$ cat config.mk
export PLATFORM = sky130hd
export DESIGN_NAME = hdlc_tx_channel
export DESIGN_NICKNAME = d
export VERILOG_FILES = /design/src/rtl/hdlc_tx_channel.sv
export SDC_FILE = /design/constraint.sdc
export NUM_CORES = 1
export LEC_CHECK = 0
export CAP_MARGIN = 20
export CORE_UTILIZATION = 25
export DETAILED_ROUTE_END_ITERATION = 10
export RECOVER_POWER = 25
export SLEW_MARGIN = 20
export SYNTH_ARGS = -nofsm -noshare
export SYNTH_HDL_FRONTEND = slang
export SYNTH_SLANG_ARGS = --single-unit
$ cat constraint.sdc
create_clock -name Clk -period 4.55 [get_ports Clk]
set_input_delay 0.91 -clock Clk [delete_from_list [all_inputs] [get_ports Clk]]
set_output_delay 0.91 -clock Clk [all_outputs]
set_load 0.05 [all_outputs]
$ cat src/rtl/hdlc_tx_channel.sv
// HDLC transmit channel: opening flag, LSB-first data with zero insertion,
// closing flag, and abort sequence on request.
module hdlc_tx_channel (
    input  logic       Clk,
    input  logic       Rst,
    input  logic       Tx_DataValid,
    input  logic [7:0] Tx_Data,
    input  logic       Tx_AbortFrame,
    output logic       Tx_RdBuff,
    output logic       Tx_AbortedTrans,
    output logic       Tx_Busy,
    output logic       Tx
);

    typedef enum logic [2:0] {
        IDLE,
        START_FLAG,
        DATA,
        END_FLAG,
        ABORT
    } state_t;

    state_t     state_q, state_d;
    logic [2:0] cnt_q, cnt_d;
    logic [7:0] shreg_q, shreg_d;
    logic [2:0] ones_q, ones_d;
    logic       stuff_q, stuff_d;
    logic       tx_q, tx_d;
    logic       abrt_q, abrt_d;
    logic       byte_end;
    logic       abort_req;
    logic       load;

    // Flag 0x7E sent LSB first: 0,1,1,1,1,1,1,0
    function automatic logic flag_bit(input logic [2:0] idx);
        return (idx != 3'd0) && (idx != 3'd7);
    endfunction

    always_comb begin
        abort_req = Tx_AbortFrame &&
                    (state_q inside {START_FLAG, DATA, END_FLAG});
        // cnt_q holds the index of the data bit on the line
        byte_end  = (state_q == DATA) && (cnt_q == 3'd7) &&
                    (stuff_q || (ones_q != 3'd5));
        load      = !abort_req &&
                    (((state_q == START_FLAG) && (cnt_q == 3'd7)) ||
                     (byte_end && Tx_DataValid));

        state_d = state_q;
        cnt_d   = cnt_q;
        shreg_d = shreg_q;
        ones_d  = ones_q;
        stuff_d = stuff_q;
        tx_d    = tx_q;
        abrt_d  = 1'b0;

        if (abort_req) begin
            state_d = ABORT;
            cnt_d   = 3'd0;
            tx_d    = 1'b0;
            shreg_d = 8'd0;
            ones_d  = 3'd0;
            stuff_d = 1'b0;
            abrt_d  = 1'b1;
        end else if (load) begin
            state_d = DATA;
            cnt_d   = 3'd0;
            tx_d    = Tx_Data[0];
            shreg_d = {1'b0, Tx_Data[7:1]};
            ones_d  = Tx_Data[0] ? ones_q + 3'd1 : 3'd0;
            stuff_d = 1'b0;
        end else begin
            unique case (state_q)
                IDLE: begin
                    tx_d = 1'b1;
                    if (Tx_DataValid) begin
                        state_d = START_FLAG;
                        cnt_d   = 3'd0;
                        tx_d    = 1'b0;
                    end
                end
                START_FLAG: begin
                    cnt_d = cnt_q + 3'd1;
                    tx_d  = flag_bit(cnt_q + 3'd1);
                end
                DATA: begin
                    if (ones_q == 3'd5) begin
                        tx_d    = 1'b0;
                        ones_d  = 3'd0;
                        stuff_d = 1'b1;
                    end else if (byte_end) begin
                        state_d = END_FLAG;
                        cnt_d   = 3'd0;
                        tx_d    = 1'b0;
                        shreg_d = 8'd0;
                        ones_d  = 3'd0;
                        stuff_d = 1'b0;
                    end else begin
                        tx_d    = shreg_q[0];
                        shreg_d = shreg_q >> 1;
                        cnt_d   = cnt_q + 3'd1;
                        ones_d  = shreg_q[0] ? ones_q + 3'd1 : 3'd0;
                        stuff_d = 1'b0;
                    end
                end
                END_FLAG: begin
                    if (cnt_q == 3'd7) begin
                        state_d = IDLE;
                        tx_d    = 1'b1;
                    end else begin
                        cnt_d = cnt_q + 3'd1;
                        tx_d  = flag_bit(cnt_q + 3'd1);
                    end
                end
                ABORT: begin
                    tx_d = 1'b1;
                    if (cnt_q == 3'd7) begin
                        state_d = IDLE;
                    end else begin
                        cnt_d = cnt_q + 3'd1;
                    end
                end
                default: begin
                    state_d = IDLE;
                    tx_d    = 1'b1;
                end
            endcase
        end
    end

    always_ff @(posedge Clk or posedge Rst) begin
        if (Rst) begin
            state_q <= IDLE;
            cnt_q   <= 3'd0;
            shreg_q <= 8'd0;
            ones_q  <= 3'd0;
            stuff_q <= 1'b0;
            tx_q    <= 1'b1;
            abrt_q  <= 1'b0;
        end else begin
            state_q <= state_d;
            cnt_q   <= cnt_d;
            shreg_q <= shreg_d;
            ones_q  <= ones_d;
            stuff_q <= stuff_d;
            tx_q    <= tx_d;
            abrt_q  <= abrt_d;
        end
    end

    assign Tx_RdBuff       = load;
    assign Tx_AbortedTrans = abrt_q;
    assign Tx_Busy         = (state_q != IDLE);
    assign Tx              = tx_q;

endmodule

==> run_results.csv <==
group,metric,value,unit
routing,wl_met2,1.23,mm
critical_path,worst-r2r-setup-slack,2.25,ns
routing,ant_nets,0,
critical_path,reg2reg_to,"ones_q[2]$_DFFE_PP0P_",
yosys,synth-edff-count,0,
critical_path,crit_path_max_fanout,4,
critical_path,setup.worst_path.class,"input port to output pin",
routing,drt_iter0_drc,122,
job,max_cap_violations,0,
clock_tree,path_clk_slew,0.07,ns
die,design.core.area,4750,um2
timing,finalSetupTns,0,ns
place,portBuffers,15,
clock_tree,ctsHoldBuffers,0,
routing,drt-met1-wl,1.19,mm
clock_tree,cts_buffers,3,
routing,wire_per_inst,12.5,um
routing,vias,1035,
clock_tree,postCtsSetupBuffers,0,
yosys,yosys-top-cells-area,"dfrtp_1 36%, ha_1 5.0%, a222oi_1 4.8%",
yosys,async_flop_share,1.00,
outcome,status,"finished clean",
routing,routed_via_density,4.93,
global_route,grt_pass1_vias,965,
die,die_w,72.6,um
yosys,yosys_warnings,0,
yosys,syn_inst,130,
global_route,overflow,0,
yosys,yosysTopAreaCell,"dfrtp_1",
yosys,seq_area_frac_synth,0.383,
routing,drc,0,
critical_path,required,3.64,ns
yosys,synth_cell_types,47,
timing,worstMarginPinSlew,0.751,ns
hold_path,hold_end,"shreg_q[3]$_DFFE_PP0P_",
timing,max_freq,264,MHz
cells_and_area,layout.nets,161,
yosys,avgSynthCellArea,9.59,um2
die,rows,25,
critical_path,r2r_start,"cnt_q[0]$_DFFE_PP0P_",
critical_path,critPathLaunchType,"input port",
yosys,netlist_area,1250,um2
die,fp.dieArea,5270,um2
hold_path,hp-start,"shreg_q[4]$_DFFE_PP0P_",
global_route,grt_max_degree,20,
global_route,grt_pass1_wl,4.47,mm
clock_tree,cts_max_path_buffers,2,
hold_path,min_path_cells,2,
die,initial_utilization,0.262,
die,io_pins,16,
routing,maxUsedRoutingLayer,"met4",
power_and_ir_drop,ir_drop,143,uV
clock_tree,cts_tree,"yes",
global_route,grt_usage,0.111,
die,fp.dieH,72.6,um
place,place_congestion,0.775,
critical_path,crit_path_end_kind,"output pin",
cells_and_area,syn_to_final_growth,18.6,%
cells_and_area,drive_above_1_share,0.0839,
timing,skew,0.00765,ns
critical_path,crit_arrival,2.88,ns
power_and_ir_drop,cellLeakagePower,0.700,nW
timing,hold_viol,0,
critical_path,ff2ff_path_depth,8,
yosys,synthMostInstantiatedCell,"dfrtp_1",
yosys,netlist_top_cells_count,"18 x dfrtp_1, 12 x inv_1, 10 x nand2_1, 8 x a21oi_1, 7 x nor2_1",
place,place_hpwl,1.90,mm
timing,post-route-min-period,3.79,ns
clock_tree,clock-sinks,19,
global_route,antenna_found_initial,0,
clock_tree,cts_max_level,1,
yosys,ys_ff_latch,19,
routing,drtPass1Iterations,6,
timing,setup_viol,0,
power_and_ir_drop,total_power,0.587,mW
yosys,ys.flop_type,"dfrtp_1",
clock_tree,cts_resized,0,
timing,final.period_utilization,0.833,
power_and_ir_drop,powerDensity,397,nW/um2
timing,slew_headroom,0.499,
clock_tree,clk_latency,0.26,ns
hold_path,hold_path.class,"flop to flop",
clock_tree,cts-root-buf,"clkbuf_8",
routing,wl,2.63,mm
cells_and_area,diodes,0,
yosys,synthesis.nets,147,
yosys,yosysTopAreaCellShare,0.361,
timing,finalMaxSlewViolations,0,
timing,grt_setup_unrepaired,"false",
routing,wl_met3,178,um
## flip-flops by register name, indices dropped and copies added, names as in the netlist
| signal | count |
|---|---|
| stuff_q | 1 |
| Tx | 1 |
| shreg_q | 7 |
| Tx_AbortedTrans | 1 |
| cnt_q | 3 |
| state_q | 3 |
| ones_q | 3 |
## logic make-up after synthesis
logic type               count (synthesis)  share of synthesized area
multiplexers                             1                    0.00803
flip-flops                              19                      0.383
AND/OR/NAND/NOR                         40                      0.183
buffers and inverters                   20                     0.0863
AO/OA/AOI/OAI                           45                      0.290
adder cells (fa/ha/maj)                  5                     0.0502
## layout make-up
cell class                      count  area [um2]
Fill cell                         516        3280
Multi-Input combinational cell     91         662
Sequential cell                    19         477
Timing Repair Buffer               17         165
Tap cell                           67        83.8
Clock buffer                        4        45.0
Inverter                           12        45.0
## per-stage QoR
stage          instance area [um2]  setup WS [ns]  hold WS (ns)   util  instances
4_1_cts                       1480          0.752         0.494  0.311        210
2_1_floorplan                 1250           1.80         0.455      -        130
3_5_place_dp                  1430          0.761         0.473  0.301        206
6_report                      1480          0.761         0.490  0.311        210
5_1_grt                       1480          0.698         0.515  0.311        210
3_3_place_gp                  1430          0.747         0.468  0.301        206
## critical path, cell delays in order
cell and delay [ns]:
clkdlybuf4s50_1 0.53, and2_4 0.18, nand3b_1 0.12, a221oi_4 0.29, clkdlybuf4s50_1 0.84
## layer usage
layer  up-vias  track usage
met1       492        0.143
li1        504            -
met5         -            0
met4         0       0.0392
met2        34        0.174
met3         5       0.0359
## worst max-delay path by stage
stage	from	to	slack, ns	cells after the start
floorplan	Tx_DataValid	Tx_RdBuff	1.80	3
global placement	Tx_DataValid	Tx_RdBuff	0.75	5
detailed placement	Tx_DataValid	Tx_RdBuff	0.76	5
CTS	Tx_DataValid	Tx_RdBuff	0.75	5
global route	Tx_DataValid	Tx_RdBuff	0.70	5
finish	Tx_DataValid	Tx_RdBuff	0.76	5
## report_power, final
part / total (mW) / switching (mW) / internal [mW] / leakage [nW]
combinational: 0.219 / 0.126 / 0.0928 / 0.420
clock: 0.120 / 0.0575 / 0.0623 / 0.0228
sequential: 0.247 / 0.0495 / 0.198 / 0.257
total: 0.587 / 0.234 / 0.353 / 0.700
## cell usage in the layout, fill, tap and decap left out, types with 2 or more instances in the layout
cell	Yosys	layout
o21ai_1	3	3
a211oi_1	2	2
nand2_1	10	10
o21ai_0	2	2
nor3_1	2	2
or3_1	3	3
nor2_1	7	7
inv_1	12	12
ha_1	5	5
dfrtp_1	18	18
dlygate4sd3_1	0	2
nand3_1	3	3
a21oi_1	8	8
nand2b_1	3	3
buf_4	1	2
o31ai_1	2	2
a21boi_0	3	3
a22o_1	3	3
a21o_1	4	4
clkbuf_8	1	3
clkdlybuf4s50_1	0	13
a222oi_1	6	6
nand3b_1	3	3
Power figures use the tool's default switching activity.
